--- config.mk ---
export PLATFORM = sky130hd
export DESIGN_NAME = sub_parser_seq_flat
export DESIGN_NICKNAME = d
export VERILOG_FILES = /design/src/rtl/sub_parser_seq_if.sv /design/src/rtl/sub_parser_seq.sv /design/src/flat_wrapper.sv
export SDC_FILE = /design/constraint.sdc
export NUM_CORES = 2
export LEC_CHECK = 0
export CAP_MARGIN = 20
export CELL_PAD_IN_SITES_DETAIL_PLACEMENT = 0
export CELL_PAD_IN_SITES_GLOBAL_PLACEMENT = 1
export CORE_AREA = 2 2 489 491
export CTS_BUF_LIST = sky130_fd_sc_hd__clkbuf_4 sky130_fd_sc_hd__clkbuf_8
export DETAILED_ROUTE_END_ITERATION = 12
export DIE_AREA = 0 0 491 493
export PLACE_DENSITY = 0.73
export REMOVE_ABC_BUFFERS = 1
export SYNTH_ARGS = -nofsm -noshare
export SYNTH_HDL_FRONTEND = slang
export SYNTH_SLANG_ARGS = --single-unit
--- constraint.sdc ---
create_clock -name clk -period 4.8 [get_ports clk]
set_input_delay 0.96 -clock clk [delete_from_list [all_inputs] [get_ports clk]]
set_output_delay 0.96 -clock clk [all_outputs]
set_load 0.02 [all_outputs]
--- src/rtl/sub_parser_seq_if.sv ---
// Handshake and data bundle between the parse-action lookup, sub_parser_seq and the PHV writer.
// The master side drives the header/action list and the output-stream ready; the slave is the parser.
interface sub_parser_seq_if #(
   parameter int PKTS_HDR_LEN  = 1024,
   parameter int PARSE_ACT_LEN = 16,
   parameter int NUM_ACTS      = 10,
   parameter int VAL_OUT_LEN   = 48
);
   logic                              in_valid;
   logic                              in_ready;
   logic [PKTS_HDR_LEN-1:0]           pkts_hdr;
   logic [NUM_ACTS*PARSE_ACT_LEN-1:0] parse_acts;
   logic                              val_out_valid;
   logic                              val_out_ready;
   logic [VAL_OUT_LEN-1:0]            val_out;
   logic [1:0]                        val_out_type;
   logic [2:0]                        val_out_seq;
   logic                              val_out_err;
   logic                              done;

   modport master (
      output in_valid, pkts_hdr, parse_acts, val_out_ready,
      input  in_ready, val_out_valid, val_out, val_out_type, val_out_seq, val_out_err, done
   );

   modport slave (
      input  in_valid, pkts_hdr, parse_acts, val_out_ready,
      output in_ready, val_out_valid, val_out, val_out_type, val_out_seq, val_out_err, done
   );
endinterface

--- src/rtl/sub_parser_seq.sv ---
// Sequential sub-parser: latches one header plus NUM_ACTS parse actions and walks them one per
// cycle, emitting a 2/4/6-byte container value per valid action on a valid/ready stream.
module sub_parser_seq #(
   parameter int PKTS_HDR_LEN  = 1024,
   parameter int PARSE_ACT_LEN = 16,
   parameter int NUM_ACTS      = 10,
   parameter int VAL_OUT_LEN   = 48
) (
   input logic              clk,
   input logic              aresetn,
   sub_parser_seq_if.slave  bus
);

   localparam int IW = (NUM_ACTS > 1) ? $clog2(NUM_ACTS) : 1;
   // Bit offsets reach 127*8+48, so never go narrower than 11 bits even for small headers.
   localparam int AW = ($clog2(PKTS_HDR_LEN) + 1 > 11) ? $clog2(PKTS_HDR_LEN) + 1 : 11;

   typedef enum logic {IDLE, RUN} state_t;

   state_t                            state;
   logic [IW-1:0]                     idx;
   logic [PKTS_HDR_LEN-1:0]           hdr_q;
   logic [NUM_ACTS*PARSE_ACT_LEN-1:0] acts_q;

   logic                   out_valid;
   logic [VAL_OUT_LEN-1:0] out_val;
   logic [1:0]             out_type;
   logic [2:0]             out_seq;
   logic                   out_err;
   logic                   out_done;

   int                     base;
   logic                   act_valid;
   logic [2:0]             act_seq;
   logic [1:0]             act_type;
   logic [6:0]             act_off;
   logic [AW-1:0]          bit_off;
   logic [AW-1:0]          width_bits;
   logic [AW-1:0]          end_bit;
   logic [47:0]            raw;
   logic [47:0]            ext;
   logic                   act_err;
   logic                   slot_free;

   always_comb begin
      base       = int'(idx) * PARSE_ACT_LEN;
      act_valid  = acts_q[base];
      act_seq    = acts_q[base + 1 +: 3];
      act_type   = acts_q[base + 4 +: 2];
      act_off    = acts_q[base + 6 +: 7];
      bit_off    = AW'(act_off) << 3;
      raw        = 48'(hdr_q >> bit_off);
      width_bits = AW'(48);
      ext        = raw;
      case (act_type)
         2'b01: begin
            width_bits = AW'(16);
            ext        = {32'd0, raw[15:0]};
         end
         2'b10: begin
            width_bits = AW'(32);
            ext        = {16'd0, raw[31:0]};
         end
         default: begin
            width_bits = AW'(48);
            ext        = raw;
         end
      endcase
      end_bit   = bit_off + width_bits;
      act_err   = end_bit > AW'(PKTS_HDR_LEN);
      slot_free = !out_valid || bus.val_out_ready;
   end

   // A stalled beat blocks processing entirely, so the output registers cannot move under stall.
   always_ff @(posedge clk) begin
      if (!aresetn) begin
         state     <= IDLE;
         idx       <= '0;
         hdr_q     <= '0;
         acts_q    <= '0;
         out_valid <= 1'b0;
         out_val   <= '0;
         out_type  <= 2'b00;
         out_seq   <= 3'b000;
         out_err   <= 1'b0;
         out_done  <= 1'b0;
      end else begin
         out_done <= 1'b0;
         if (out_valid && bus.val_out_ready) begin
            out_valid <= 1'b0;
         end
         if (state == IDLE) begin
            if (bus.in_valid) begin
               hdr_q  <= bus.pkts_hdr;
               acts_q <= bus.parse_acts;
               idx    <= '0;
               state  <= RUN;
            end
         end else if (slot_free) begin
            if (act_valid && act_type != 2'b00) begin
               out_valid <= 1'b1;
               out_val   <= VAL_OUT_LEN'(act_err ? 48'd0 : ext);
               out_type  <= act_type;
               out_seq   <= act_seq;
               out_err   <= act_err;
            end
            if (idx == IW'(NUM_ACTS - 1)) begin
               out_done <= 1'b1;
               idx      <= '0;
               state    <= IDLE;
            end else begin
               idx <= idx + IW'(1);
            end
         end
      end
   end

   assign bus.in_ready      = (state == IDLE) && aresetn;
   assign bus.val_out_valid = out_valid;
   assign bus.val_out       = out_val;
   assign bus.val_out_type  = out_type;
   assign bus.val_out_seq   = out_seq;
   assign bus.val_out_err   = out_err;
   assign bus.done          = out_done;

endmodule

--- src/flat_wrapper.sv ---
// flat-port wrapper written by rule: the top's interface ports become plain ports
module sub_parser_seq_flat 
#(
   parameter int PKTS_HDR_LEN  = 1024,
   parameter int PARSE_ACT_LEN = 16,
   parameter int NUM_ACTS      = 10,
   parameter int VAL_OUT_LEN   = 48
)
  (clk, aresetn, bus_in_valid, bus_pkts_hdr, bus_parse_acts, bus_val_out_ready, bus_in_ready, bus_val_out_valid, bus_val_out, bus_val_out_type, bus_val_out_seq, bus_val_out_err, bus_done);
  sub_parser_seq_if #(.PKTS_HDR_LEN(PKTS_HDR_LEN), .PARSE_ACT_LEN(PARSE_ACT_LEN), .NUM_ACTS(NUM_ACTS), .VAL_OUT_LEN(VAL_OUT_LEN)) bus_i ();
  input logic clk;
  input logic aresetn;
  input wire logic [$bits(bus_i.in_valid)-1:0] bus_in_valid;
  input wire logic [$bits(bus_i.pkts_hdr)-1:0] bus_pkts_hdr;
  input wire logic [$bits(bus_i.parse_acts)-1:0] bus_parse_acts;
  input wire logic [$bits(bus_i.val_out_ready)-1:0] bus_val_out_ready;
  output wire logic [$bits(bus_i.in_ready)-1:0] bus_in_ready;
  output wire logic [$bits(bus_i.val_out_valid)-1:0] bus_val_out_valid;
  output wire logic [$bits(bus_i.val_out)-1:0] bus_val_out;
  output wire logic [$bits(bus_i.val_out_type)-1:0] bus_val_out_type;
  output wire logic [$bits(bus_i.val_out_seq)-1:0] bus_val_out_seq;
  output wire logic [$bits(bus_i.val_out_err)-1:0] bus_val_out_err;
  output wire logic [$bits(bus_i.done)-1:0] bus_done;
  assign bus_i.in_valid = bus_in_valid;
  assign bus_i.pkts_hdr = bus_pkts_hdr;
  assign bus_i.parse_acts = bus_parse_acts;
  assign bus_i.val_out_ready = bus_val_out_ready;
  assign bus_in_ready = bus_i.in_ready;
  assign bus_val_out_valid = bus_i.val_out_valid;
  assign bus_val_out = bus_i.val_out;
  assign bus_val_out_type = bus_i.val_out_type;
  assign bus_val_out_seq = bus_i.val_out_seq;
  assign bus_val_out_err = bus_i.val_out_err;
  assign bus_done = bus_i.done;
  sub_parser_seq #(.PKTS_HDR_LEN(PKTS_HDR_LEN), .PARSE_ACT_LEN(PARSE_ACT_LEN), .NUM_ACTS(NUM_ACTS), .VAL_OUT_LEN(VAL_OUT_LEN)) u_core (.clk(clk), .aresetn(aresetn), .bus(bus_i));
endmodule
==> metrics.md <==
| Metric | Value |
|---|---|
| Required time worst endpoint | `5.69 ns` |
| Wirelength per Cell | `32.4 um` |
| Placed cell areas | `95,200 um2` |
| Area leader, netlist | `dfxtp_1` |
| Max IR drop VDD | `0.216 mV` |
| Syn Inst Count | `10,100` |
| I/O Buffers | `1,214` |
| Relative slew slack | `18.6%` |
| Post-synth ARST share | `0%` |
| Synthesis-to-finish area growth | `29.6%` |
| Type of the worst setup path | `register to register` |
| Most frequent CP cell | `buf_4` |
| R2R setup slack | `0.08 ns` |
| CTS tree | `built` |
| Ports | `1,245` |
| Setup violators final | `0` |
| Fraction of synthesized cell area taken by the top area cell type | `31.4%` |
| Crit path DAT | `5.61 ns` |
| Initial Utilization | `32.7%` |
| Fin area | `100,000 um2` |
| Core area | `237,000 um2` |
| Leak | `35.8 nW` |
| Ranking of synthesized cells by area | `dfxtp_1 (31%), mux2i_1 (17%), nand2_1 (16%)` |
| Crit share post-route | `98.4%` |
| Largest net degree at the start of global routing | `238` |
| Drt total wl | `474,000 um` |
| Global-route wire length before repair | `650,000 um` |
| Vias | `87,000` |
| ANT nets after route | `0` |
| Mapped cell area | `77,500 um2` |
| Most frequent cells in the layout | `nand2_1 (3,245), a21oi_1 (1,310), mux2i_1 (1,282)` |
| Run status | `finished clean` |
| Vias per cell | `5.96` |
| Startpoint Class | `register` |
| Total CTS buffers | `220` |
| Crit path max fanout | `110` |
| Fmax | `212 MHz` |
| Gr usage total | `37.2%` |
| Die area | `242,000 um2` |
| Critical Path, Cell by Cell | `buf_12 > mux4_2 > nor2_1 > o41a_4 > buf_4 > buf_12 > nand2_1 > buf_4 > o221ai_1 > a21oi_1 > a311oi_1 > buf_4 > o211ai_1` |
| Number of global-route vias before repair | `83,700` |
| RSZ-0062 raised after global routing | `false` |
| Die width | `491 um` |
| TritonRoute pass-1 iters | `8` |
| CTS Hold Bufs | `0` |
| #FFs+latches synth | `1,215` |
| Clk slew on worst S/H paths | `0.07 ns` |
| Most Crowded Layer GR | `met2` |
| Critical path's slowest cell | `nand2_1` |
| Share of cells above drive strength 1 | `11.3%` |
| Placed Cells | `14,100` |
| DRC | `0` |
| GPL Wtd Cong | `0.990` |
| Met3 global-route usage | `8.71%` |
| Distinct cell type count after synthesis | `96` |
| Final hold vios | `0` |
| Max Cap Viol | `0` |
| Minimum hold slack | `0.454 ns` |
| YS warnings | `0` |
| Slew Limit Fails | `0` |
| Max clock buf depth | `3` |
| Sequential element share of the synthesized area | `31.4%` |
| Fin cells | `14,600` |
| Nets | `12,400` |
| Met1 GRT Util | `47.9%` |
| Root Buffer | `clkbuf_8` |
| Final Total Pwr | `30.7 mW` |
| Violation count after the first detailed-route iteration | `9,972` |
| Row cnt | `179` |
| Initial antenna violation count | `115` |
| Worst hold path type | `register to register` |
| CP peak stage delay | `0.65 ns` |
| CP Capture Type | `register` |
| Remaining Overflow, GRT | `0` |
| # clock sinks | `1,215` |
| Skew-Pair Late Insertion Delay | `1.03 ns` |
| Met2 GRT Util | `57.0%` |
| Final core occ | `42.4%` |
| Detailed placer's ending HPWL | `363,000 um` |
| Number of synthesized flops with an enable pin | `0` |
| Synth Flop Type | `dfxtp_1` |
| Commonest non-fill, non-tap cell in the layout | `nand2_1` |
| Die Y | `493 um` |
| Cell area power density | `306 nW/um2` |
| Syn_area_per_cell | `7.64 um2` |
| Min Tclk post-route | `4.72 ns` |
| Tightest Pin Transition | `1.22 ns` |
| H-tree level count | `4` |
| Final Skew | `0.0618 ns` |
[path summary, 6_finish.rpt]
path	from	end	cells past startpoint
max	u_core.idx[0]$_SDFFE_PN0P_	u_core.bus.val_out[33]$_SDFFE_PN0P_	13
min	u_core.acts_q[10]$_SDFFE_PN0P_	u_core.acts_q[10]$_SDFFE_PN0P_	2
max reg2reg	u_core.idx[0]$_SDFFE_PN0P_	u_core.bus.val_out[33]$_SDFFE_PN0P_	13
min reg2reg	u_core.acts_q[10]$_SDFFE_PN0P_	u_core.acts_q[10]$_SDFFE_PN0P_	2
[flip-flops by register name, summed over array words and instances, names as in the netlist]
signal	count
u_core.bus.val_out_err	1
u_core.bus.done	1
u_core.bus.val_out_seq	3
u_core.acts_q	130
u_core.hdr_q	1024
u_core.bus.val_out	48
u_core.bus.val_out_valid	1
u_core.idx	4
u_core.state	1
u_core.bus.val_out_type	2
[worst max-delay path: cells and delay by family (launching register included)]
kind	cells	cell delay [ns]
AND/OR/NAND/NOR	2	0.78
AO/OA/AOI/OAI	5	1.33
multiplexers	1	0.51
buffers and inverters	5	1.27
flip-flops	1	0.42
[area by class of cell]
cell class	instances	area [um2]
tap	3167	3960
antenna	53	133
clock inverter	51	578
inverter	56	241
timing repair buffer	1794	18100
fill	24500	137000
multi-input combinational	7913	48700
sequential	1215	24300
clock buffer	355	4440
[cell families after synthesis]
kind of cell | count (synthesis) | share of synthesized area [%]
compound gates | 2559 | 21.1
flops | 1215 | 31.4
mux | 1461 | 21.0
simple gates | 3884 | 19.9
fa+ha+maj | 9 | 0.155
buf+inv | 1008 | 6.42
[synthesized netlist by cell type (all sizes together) (23+ instances only)]
cell type     n
mux4        124
dfxtp      1215
buf         430
o21ai       118
o211a        57
nand2      3267
and2         35
a2111oi      54
a311oi       53
o2111ai      27
nand3       296
inv          56
a32o         23
a221oi       43
a31oi        77
a22oi        96
o22ai        87
nor2        116
mux2         55
nand4        35
o221ai       24
a32oi       125
a211oi      189
o211ai      111
and3         26
clkbuf      522
a21oi      1312
nor3         49
mux2i      1282
[power breakdown]
group | internal, mW | total, mW | switching [mW] | leakage [nW]
registers | 10.6 | 11.4 | 0.751 | 9.97
clock network | 6.34 | 11.2 | 4.84 | 2.65
logic | 3.19 | 8.12 | 4.93 | 23.1
total | 20.2 | 30.7 | 10.5 | 35.8
[repair_timing]
action                     CTS  global route
pin swaps                    2             1
resized for setup            6             6
setup endpoints to repair   14            17
buffers inserted             0             1
hold endpoints to repair     0             0
[metrics by stage]
step	TNS (ns)	worst slack, ns
6_report	0	0.0754
4_1_cts	0	0.00474
2_1_floorplan	-	-32.80
5_1_grt	0	0.00693
3_5_place_dp	-1.28	-0.256
3_3_place_gp	-0.867	-0.220
[layer usage]
metal	wire length, um	share of wire [%]
met1	194000	41
met2	206000	44
met3	42800	9.0
met4	30300	6.4
met5	460	0.097
Note: power is estimated with default switching activity, not from simulation.
